File: config.mk
export PLATFORM = sky130hd
export DESIGN_NAME = button_event_scheduler
export DESIGN_NICKNAME = d
export VERILOG_FILES = /design/src/rtl/button_event_scheduler.sv
export SDC_FILE = /design/constraint.sdc
export NUM_CORES = 1
export LEC_CHECK = 0
export CAP_MARGIN = 20
export CORE_MARGIN = 2
export CORE_UTILIZATION = 36
export CTS_CLUSTER_SIZE = 10
export DETAILED_ROUTE_END_ITERATION = 8
export PLACE_DENSITY = 0.66
export SYNTH_ARGS = -nofsm -noshare
export SYNTH_HDL_FRONTEND = slang
export SYNTH_SLANG_ARGS = --single-unit
File: constraint.sdc
create_clock -name clk -period 4 [get_ports clk]
set_input_delay 1.2 -clock clk [delete_from_list [all_inputs] [get_ports clk]]
set_output_delay 1.2 -clock clk [all_outputs]
set_load 0.02 [all_outputs]
File: src/rtl/button_event_scheduler.sv
// button_event_scheduler
//   Queues debounced button press events (one pending flag per button) and
//   presents them one at a time on a valid/ready interface. Buttons are
//   granted round-robin. A sticky overflow flag records presses lost because
//   the button already had an event pending.
//
//   Optional auto-repeat is compiled in with `define BTN_AUTO_REPEAT_EN:
//   a held button produces repeat events (evt_repeat=1) after HOLD_CYCLES,
//   then every REPEAT_CYCLES until it is released.
//
// Ports
//   clk         clock, rising edge
//   rst_n       synchronous active-low reset
//   btn_level   debounced button levels, bit i = button i
//   btn_rise    single-cycle debounced rising-edge pulses
//   evt_ready   consumer accepts the presented event
//   ovf_clr     clears the overflow flag
//   evt_valid   event presented
//   evt_id      button index of the presented event
//   evt_repeat  presented event is an auto-repeat
//   pending     per-button pending flags
//   overflow    sticky lost-event flag
//
// FSM states
//   S_IDLE    | no event presented; grant a pending button if any
//   S_PRESENT | event held on the outputs until evt_ready
module button_event_scheduler #(
  parameter int unsigned HOLD_CYCLES   = 25_000_000,
  parameter int unsigned REPEAT_CYCLES = 5_000_000
) (
  input  logic       clk,
  input  logic       rst_n,
  input  logic [3:0] btn_level,
  input  logic [3:0] btn_rise,
  input  logic       evt_ready,
  input  logic       ovf_clr,
  output logic       evt_valid,
  output logic [1:0] evt_id,
  output logic       evt_repeat,
  output logic [3:0] pending,
  output logic       overflow
);

  typedef enum logic {S_IDLE, S_PRESENT} state_t;

  state_t     r_state;
  state_t     w_state_next;
  logic [3:0] r_pending;
  logic       r_overflow;
  logic [1:0] r_last;
  logic [1:0] r_evt_id;
  logic       r_evt_repeat;

  logic       w_found;
  logic [1:0] w_idx;
  logic [1:0] w_grant_id;
  logic       w_grant_en;
  logic       w_grant_rep;
  logic [3:0] w_grant_mask;
  logic [3:0] w_pend_keep;
  logic [3:0] w_rep_req;
  logic [3:0] w_rep_set;
  logic [3:0] w_tag;
  logic       w_ovf_set;

  // Round-robin search starting one past the last granted button.
  always_comb begin
    w_found    = 1'b0;
    w_idx      = r_last;
    w_grant_id = r_last;
    for (int k = 1; k <= 4; k++) begin
      w_idx = r_last + 2'(k);
      if (!w_found && r_pending[w_idx]) begin
        w_found    = 1'b1;
        w_grant_id = w_idx;
      end
    end
  end

  always_ff @(posedge clk) begin
    if (!rst_n) r_state <= S_IDLE;
    else        r_state <= w_state_next;
  end

  always_comb begin
    w_state_next = r_state;
    w_grant_en   = 1'b0;
    case (r_state)
      S_IDLE: begin
        if (w_found) begin
          w_grant_en   = 1'b1;
          w_state_next = S_PRESENT;
        end
      end
      S_PRESENT: begin
        if (evt_ready) w_state_next = S_IDLE;
      end
      default: w_state_next = S_IDLE;
    endcase
  end

  assign w_grant_mask = w_grant_en ? (4'b0001 << w_grant_id) : 4'b0000;
  assign w_grant_rep  = w_tag[w_grant_id];

  // A rise on the button being granted this cycle re-pends it cleanly;
  // only a rise on a still-pending button counts as lost.
  assign w_pend_keep = r_pending & ~w_grant_mask;
  assign w_ovf_set   = |(btn_rise & w_pend_keep);
  // Repeat requests never overflow and lose to a same-cycle rise.
  assign w_rep_set   = w_rep_req & ~w_pend_keep & ~btn_rise;

  always_ff @(posedge clk) begin
    if (!rst_n) begin
      r_pending    <= 4'b0000;
      r_overflow   <= 1'b0;
      r_last       <= 2'd3;
      r_evt_id     <= 2'd0;
      r_evt_repeat <= 1'b0;
    end else begin
      r_pending  <= w_pend_keep | btn_rise | w_rep_set;
      // Set wins over a simultaneous clear.
      r_overflow <= w_ovf_set | (r_overflow & ~ovf_clr);
      if (w_grant_en) begin
        r_last       <= w_grant_id;
        r_evt_id     <= w_grant_id;
        r_evt_repeat <= w_grant_rep;
      end
    end
  end

`ifdef BTN_AUTO_REPEAT_EN
  logic        r_arm;
  logic [1:0]  r_arm_id;
  logic [31:0] r_hold_cnt;
  logic        r_first_done;
  logic [3:0]  r_tag;
  logic [31:0] w_limit;
  logic        w_new_press;
  logic        w_hit;

  assign w_limit     = r_first_done ? 32'(REPEAT_CYCLES - 1) : 32'(HOLD_CYCLES - 1);
  assign w_new_press = w_grant_en && !w_grant_rep;
  assign w_hit       = r_arm && btn_level[r_arm_id] && (r_hold_cnt == w_limit);
  assign w_rep_req   = (w_hit && !w_new_press) ? (4'b0001 << r_arm_id) : 4'b0000;
  assign w_tag       = r_tag;

  always_ff @(posedge clk) begin
    if (!rst_n) begin
      r_arm        <= 1'b0;
      r_arm_id     <= 2'd0;
      r_hold_cnt   <= 32'd0;
      r_first_done <= 1'b0;
      r_tag        <= 4'b0000;
    end else begin
      r_tag <= (r_tag & w_pend_keep & ~btn_rise) | w_rep_set;
      if (w_new_press) begin
        r_arm        <= 1'b1;
        r_arm_id     <= w_grant_id;
        r_hold_cnt   <= 32'd0;
        r_first_done <= 1'b0;
      end else if (r_arm) begin
        if (!btn_level[r_arm_id]) begin
          r_arm        <= 1'b0;
          r_hold_cnt   <= 32'd0;
          r_first_done <= 1'b0;
        end else if (r_hold_cnt == w_limit) begin
          r_hold_cnt   <= 32'd0;
          r_first_done <= 1'b1;
        end else begin
          r_hold_cnt <= r_hold_cnt + 32'd1;
        end
      end
    end
  end
`else
  logic w_unused;
  assign w_unused  = ^{btn_level, HOLD_CYCLES[0], REPEAT_CYCLES[0]};
  assign w_rep_req = 4'b0000;
  assign w_tag     = 4'b0000;
`endif

  assign evt_valid  = (r_state == S_PRESENT);
  assign evt_id     = r_evt_id;
  assign evt_repeat = r_evt_repeat;
  assign pending    = r_pending;
  assign overflow   = r_overflow;

endmodule

# Yosys cells after proc, flatten, opt, wreduce, memory -nomap -nowiden

Cells that the tools add are included.

Input bits: 12
Word-level logic and storage cells: 53
Output and inout port bits: 9
Register bits after elaboration: 11

$lt $le $gt $ge: 5
Add/sub/neg operators: 3
Bitwise gates (word level): 8
Muxes and demuxes: 23
Reductions and logical operators: 7
Shift operators: 1

Operators with widths:

| kind                  | count |
|---|---|
| $lt A2 B3 Y1 const B  | 5 |
| $mux W1               | 12 |
| $bmux W1 S2           | 5 |
| $and A4 B4 Y4         | 2 |
| $mux W2               | 4 |
| $add A2 B2 Y2 const B | 2 |
| $mux W4               | 1 |
| $not A4 Y4            | 1 |
| $or A4 B4 Y4          | 1 |
| $reduce_or A4 Y1      | 1 |
| $shl A1 B2 Y4 const A | 1 |
| $logic_and A1 B1 Y1   | 3 |
| $logic_not A1 Y1      | 3 |
| $add A2 B1 Y2 const B | 1 |
| $not A1 Y1            | 2 |
| $pmux W1 S2           | 1 |
| $and A1 B1 Y1         | 1 |
| $or A1 B1 Y1          | 1 |

# Logic depth before layout (Yosys ltp)

Gate-level depths: netlist of the first run.

Word-level depth: 21
Gate-level depth with buffers: 6

# Worst setup path before layout of the first run

No wires, ideal clock.

Kind: input -> register
Start: input port btn_rise[0]
End: register r_overflow, in the netlist overflow
Setup slack: 2.031 ns
Arrival time: 1.847 ns
Stages: 4
Data required time: 3.878 ns
Cells stage by stage: nand2_1 > nor2_1 > a211o_1 > a221o_1

Word-level cells in the longest chain between the ends: 3

RTL lines:

| what                   | RTL line | text |
|---|---|---|
| start: declaration     | 34       | `input logic [3:0] btn_rise,` |
| $and A4 B4 Y4          | 108      | `assign w_ovf_set = \|(btn_rise & w_pend_keep);` |
| $reduce_or A4 Y1       | 108      |  |
| $or A1 B1 Y1           | 122      | `r_overflow <= w_ovf_set \| (r_overflow & ~ovf_clr);` |
| end signal: assignment | 122      |  |
| end: declaration       | 49       | `logic r_overflow;` |

No other way between the ends.
A chain may end at the register's enable or synchronous reset.

# Final worst setup path of the first run

Start: register r_pending[3], in the netlist pending[3]
End: output port pending[3]

RTL lines:

| what                     | RTL line | text |
|---|---|---|
| start: declaration       | 48       | `logic [3:0] r_pending;` |
| start signal: assignment | 120      | `r_pending <= w_pend_keep \| btn_rise \| w_rep_set;` |
| end: declaration         | 40       | `output logic [3:0] pending,` |

No word-level cell between the ends.

==> flow_metrics.py, run 1 <==
metrics = {
    "clock_tree": {
        "clockRootBuffer": "clkbuf_4",
        "cts_max_path_buffers": 2,
        "insertion_delay_ns": 0.26,
        "cts.hold.buffers_added": 0,
        "htree_levels": 1,
        "cts_resized": 0,
        "cts_setup_buffers": 0,
        "cts_tree": "yes",
        "numClockSinks": 10,
        "cts_made_buffers": 3,
        "clk_pin_slew_ns": 0.07,
    },
    "synthesis": {
        "syn_nets": 82,
        "ys_ff_latch": 10,
        "yosysSeqAreaShare": 0.3299,
        "synth_area_sq_um": 606.8,
        "syn_area_per_cell_sq_um": 8.669,
        "synth_edf_count": 0,
        "synth_async_sr_flop_share": 0,
        "synth_cell_types": 39,
        "yosys_most_used_dff": "dfxtp_1",
        "syn-instance-count": 70,
        "yosysWarningCount": 0,
    },
    "grt": {
        "grt_usage": 0.1517,
        "grt_pass1_wl_microns": 2201,
        "gr-total-overflow": 0,
        "antenna_found_initial": 0,
        "grt_max_degree": 13,
        "grt_pass1_vias": 488,
    },
    "floorplan": {
        "fp.dieW_microns": 45.06,
        "die_height_microns": 45.06,
        "core_sq_um": 1541,
        "initial_core_util": 0.3937,
        "row_count": 14,
        "ios": 21,
        "die_area_sq_um": 2030,
    },
    "power": {
        "comb_power_share": 0.377,
        "p_seq_frac": 0.413,
        "power.density_nw_per_um2": 422.5,
        "p_clk_frac": 0.210,
        "vdd_drop_max_v": 0.0002570,
        "sw_frac_of_total": 0.3577,
        "switching_power_uw": 117.4,
        "p_int_uw": 210.9,
        "p_leak_nw": 0.3008,
        "total_power_uw": 328.3,
    },
    "routing": {
        "wirelength_microns": 1321,
        "firstDrtPassIters": 2,
        "drt_iter0_drc": 7,
        "ant_nets": 0,
        "num_vias": 557,
        "wl_met1_microns": 642,
        "wl_met3_microns": 59,
        "avgRoutedWirePerCell_microns": 13.08,
        "route.met2.wl_microns": 609,
        "via_per_inst": 5.515,
        "route.top_layer_used": "met4",
        "remaining_drc_errors": 0,
    },
    "critical_path": {
        "crit_path_start_kind": "flip-flop",
        "slowest_stage": "clkdlybuf4s50_1",
        "endpoint_kind": "output port",
        "ff2ff_path_depth": 5,
        "crit_family": "buffers and inverters",
        "cp.required_ns": 2.80,
        "cp_num_cells": 1,
        "crit_arrival_ns": 1.44,
        "crit_chain": "clkdlybuf4s50_1",
        "cpPeakStageDelay_ns": 0.67,
        "crit_type": "reg2out",
        "path_buf_inv": 1,
        "crit_fanout": 9,
    },
    "timing": {
        "finalHoldViolCount": 0,
        "fin_tns_setup_ns": 0,
        "setup_viol": 0,
        "skew_ns": 0.002963,
        "whs_ns": 0.5386,
        "fin_crit_sh": 0.6592,
        "fmax_ghz": 0.3792,
        "rsz0062_at_grt": "no",
        "drv_slew": 0,
        "period_needed_ns": 2.637,
    },
    "min_path": {
        "min_path_cells": 2,
        "worstHoldPathType": "reg2reg",
    },
    "cells_and_area": {
        "seq_area_sq_um": 200.2,
        "final_net_count": 99,
        "fin_area_sq_um": 777.0,
        "layout-drive-gt1-share": 0.1529,
        "fill_cells": 151,
        "multiInputGateArea_sq_um": 376.6,
        "area_growth_pct": 28.04,
        "diodes": 0,
    },
    "place": {
        "place_congestion": 0.7669,
        "placed_area_sq_um": 754.5,
        "dp_hpwl_microns": 985.2,
        "numPortBuffers": 15,
    },
    "flow_run": {
        "cap_violations": 0,
    },
    "status": {
        "status": "complete, no violations",
    },
}
power by group through the flow:
stage	Clock, mW	Sequential, mW	Combinational, mW
after floorplan	0	0.143	0.0789
after global placement	0	0.137	0.123
after detailed placement	0	0.138	0.123
after CTS	0.0707	0.136	0.124
after global routing	0.0767	0.139	0.134
final	0.0690	0.136	0.124
per-layer routing:
metal  global-route usage  vias up
met1               0.1961      260
met2               0.2314       12
met4              0.07059        0
met3              0.04400        2
li1                     -      283
met5                    0        -
logic make-up after synthesis:
| group | share of synthesized area |
|---|---|
| flip-flops | 0.3299 |
| buffers and inverters | 0.04949 |
| AND/OR/NAND/NOR | 0.2248 |
| multiplexers | 0.01650 |
| other | 0.006180 |
| AO/OA/AOI/OAI | 0.3732 |
Yosys cell counts (all sizes together), types with 2 or more instances:
library cell	count	share of area
buf	2	0.031
o31a	2	0.029
a21oi	2	0.023
nand2b	2	0.021
nand2	8	0.054
o21a	6	0.074
a21boi	3	0.037
and2	3	0.037
o21ai	5	0.047
nor2b	3	0.035
o22ai	2	0.031
dfxtp	10	0.33
nand3	3	0.033
inv	2	0.012
nor2	3	0.019
a21o	2	0.025
a31oi	2	0.031
per-stage QoR:
stage,std cells,setup slack (ns),util
floorplan,70,2.031,-
global placement,98,1.512,0.4894
detailed placement,98,1.506,0.4894
CTS,101,1.355,0.5041
global route,101,1.289,0.5041
finish,101,1.363,0.5041
cell type report:
cell class | instances | area share
timing repair buffer | 15 | 0.1932
tap | 16 | 0.02576
clock buffer | 3 | 0.02899
multi-input combinational | 55 | 0.4847
sequential | 10 | 0.2576
inverter | 2 | 0.009662
path summary, 6_finish.rpt:
check | start | end | slack, ns
min reg2reg | evt_id[0] | evt_id[0] | 0.54
max | pending[3] | pending[3] | 1.36
max reg2reg | r_last[1] | overflow | 2.35
min | evt_id[0] | evt_id[0] | 0.54
state kept, by name (all words and copies together), names as in the netlist:
name,cells
r_last,2
evt_id,2
overflow,1
evt_valid,1
pending,4
placed cells by master (no fill, tap or decap), types with 2 or more instances in the layout:
cell type	n
dfxtp_1	10
nor2b_1	2
nand2_1	7
a21boi_1	2
nand2b_1	2
o21a_1	6
nor2_1	3
nand3_1	2
a21o_1	2
o21ai_0	3
inv_1	2
o31a_1	2
clkbuf_4	3
clkdlybuf4s50_1	15
(Power assumes the default switching activity.)
==> inputs of run 2 (changes only) <==
==> constraint.sdc (replaced) <==
create_clock -name clk -period 2.6 [get_ports clk]
set_input_delay 0.78 -clock clk [delete_from_list [all_inputs] [get_ports clk]]
set_output_delay 0.78 -clock clk [all_outputs]
set_load 0.02 [all_outputs]
==> run 2 against run 1 <==
Net effect:
- sequential share of layout area is the same
- highest routed layer unchanged
- hold slack gained 0.014 ns
- global-route usage grew 1.1 points
- critical path type unchanged
==> flow_metrics.py, run 2 (synthesis gave the netlist of run 1 again) <==
metrics = {
    "critical_path": {
        "endpoint_kind": "output port",
        "cp.required_ns": 1.82,
        "crit_family": "buffers and inverters",
        "cpPeakStageDelay_ns": 0.67,
        "crit_chain": "clkdlybuf4s50_1",
        "crit_type": "reg2out",
        "slowest_stage": "clkdlybuf4s50_1",
        "path_buf_inv": 1,
        "crit_fanout": 9,
        "crit_arrival_ns": 1.46,
        "crit_path_start_kind": "flip-flop",
    },
    "timing": {
        "rsz0062_at_grt": "no",
        "skew_ns": 0.002351,
        "drv_slew": 0,
        "fmax_ghz": 0.4466,
        "period_needed_ns": 2.239,
        "finalHoldViolCount": 0,
        "setup_viol": 0,
        "fin_crit_sh": 0.8613,
        "fin_tns_setup_ns": 0,
    },
    "grt": {
        "grt_usage": 0.1624,
        "grt_max_degree": 13,
        "grt_pass1_vias": 525,
        "antenna_found_initial": 0,
        "grt_pass1_wl_microns": 2332,
        "gr-total-overflow": 0,
    },
    "clock_tree": {
        "cts_resized": 0,
        "htree_levels": 1,
        "cts.hold.buffers_added": 0,
        "cts_made_buffers": 3,
        "numClockSinks": 10,
        "cts_tree": "yes",
        "clockRootBuffer": "clkbuf_4",
        "insertion_delay_ns": 0.26,
        "clk_pin_slew_ns": 0.06,
        "cts_setup_buffers": 0,
        "cts_max_path_buffers": 2,
    },
    "floorplan": {
        "ios": 21,
        "fp.dieW_microns": 45.06,
        "row_count": 14,
        "die_height_microns": 45.06,
        "core_sq_um": 1541,
        "die_area_sq_um": 2030,
        "initial_core_util": 0.3937,
    },
    "place": {
        "placed_area_sq_um": 754.5,
        "placed_cells": 98,
        "dp_hpwl_microns": 997.1,
        "numPortBuffers": 15,
        "place_congestion": 0.7668,
    },
    "cells_and_area": {
        "final_cell_mix": "clkdlybuf4s50_1 (15), dfxtp_1 (10), nand2_1 (7), o21a_1 (6)",
        "utilization": 0.5041,
        "diodes": 0,
        "layout-drive-gt1-share": 0.1529,
        "final_net_count": 99,
        "largest_reg_flops": 4,
        "layout_commonest_cell": "clkdlybuf4s50_1",
        "fin_area_sq_um": 777.0,
        "layout.cells.non_filler": 101,
        "area_growth_pct": 28.04,
    },
    "routing": {
        "via_per_inst": 5.584,
        "firstDrtPassIters": 4,
        "wirelength_microns": 1338,
        "num_vias": 564,
        "remaining_drc_errors": 0,
        "drt_iter0_drc": 13,
        "ant_nets": 0,
        "avgRoutedWirePerCell_microns": 13.25,
    },
    "power": {
        "power.density_nw_per_um2": 650.6,
        "vdd_drop_max_v": 0.0003086,
        "p_leak_nw": 0.3008,
        "total_power_uw": 505.5,
    },
    "min_path": {
        "worstHoldPathType": "reg2reg",
    },
    "status": {
        "status": "complete, no violations",
    },
    "flow_run": {
        "cap_violations": 0,
    },
}
[run 2: cell counts in the layout (fill, tap and decap cells not counted)]
No cell type changed its count.
[run 2: path summary, 6_finish.rpt]
check             slack [ns]  startpoint  cells after the start    endpoint
setup / recovery        0.36  pending[3]                      1  pending[3]
hold / removal          0.55   evt_id[0]                      2   evt_id[0]
setup reg to reg        0.93   r_last[1]                      5    overflow
hold reg to reg         0.55   evt_id[0]                      2   evt_id[0]
[run 2: power breakdown]
group	total [mW]	internal (mW)	switching (mW)
combinational	0.191	0.0957	0.0957
sequential	0.209	0.175	0.0338
clock	0.105	0.0534	0.0515
total	0.506	0.324	0.181
[run 2: routing by layer]
| metal | global-route usage | vias to the layer above | part of all wire |
|---|---|---|---|
| met5 | 0 | - | 0 |
| met4 | 0.08824 | 0 | 0.0067 |
| met3 | 0.03600 | 2 | 0.040 |
| met2 | 0.2686 | 12 | 0.47 |
| met1 | 0.1936 | 266 | 0.48 |
| li1 | - | 284 | - |
[run 2: area by class of cell]
cell class | count | area (sq um)
Tap cell | 16 | 20.02
Clock buffer | 3 | 22.52
Inverter | 2 | 7.507
Fill cell | 158 | 764.5
Timing Repair Buffer | 15 | 150.1
Sequential cell | 10 | 200.2
Multi-Input combinational cell | 55 | 376.6
[run 2: metrics by stage]
step                      hold WS, ns  setup WS (ns)
final                          0.5525         0.3607
after global routing           0.5941         0.3153
after CTS                      0.5450         0.3663
after detailed placement       0.5347         0.5317
after global placement         0.5243         0.5320
after floorplan                0.5490          1.051
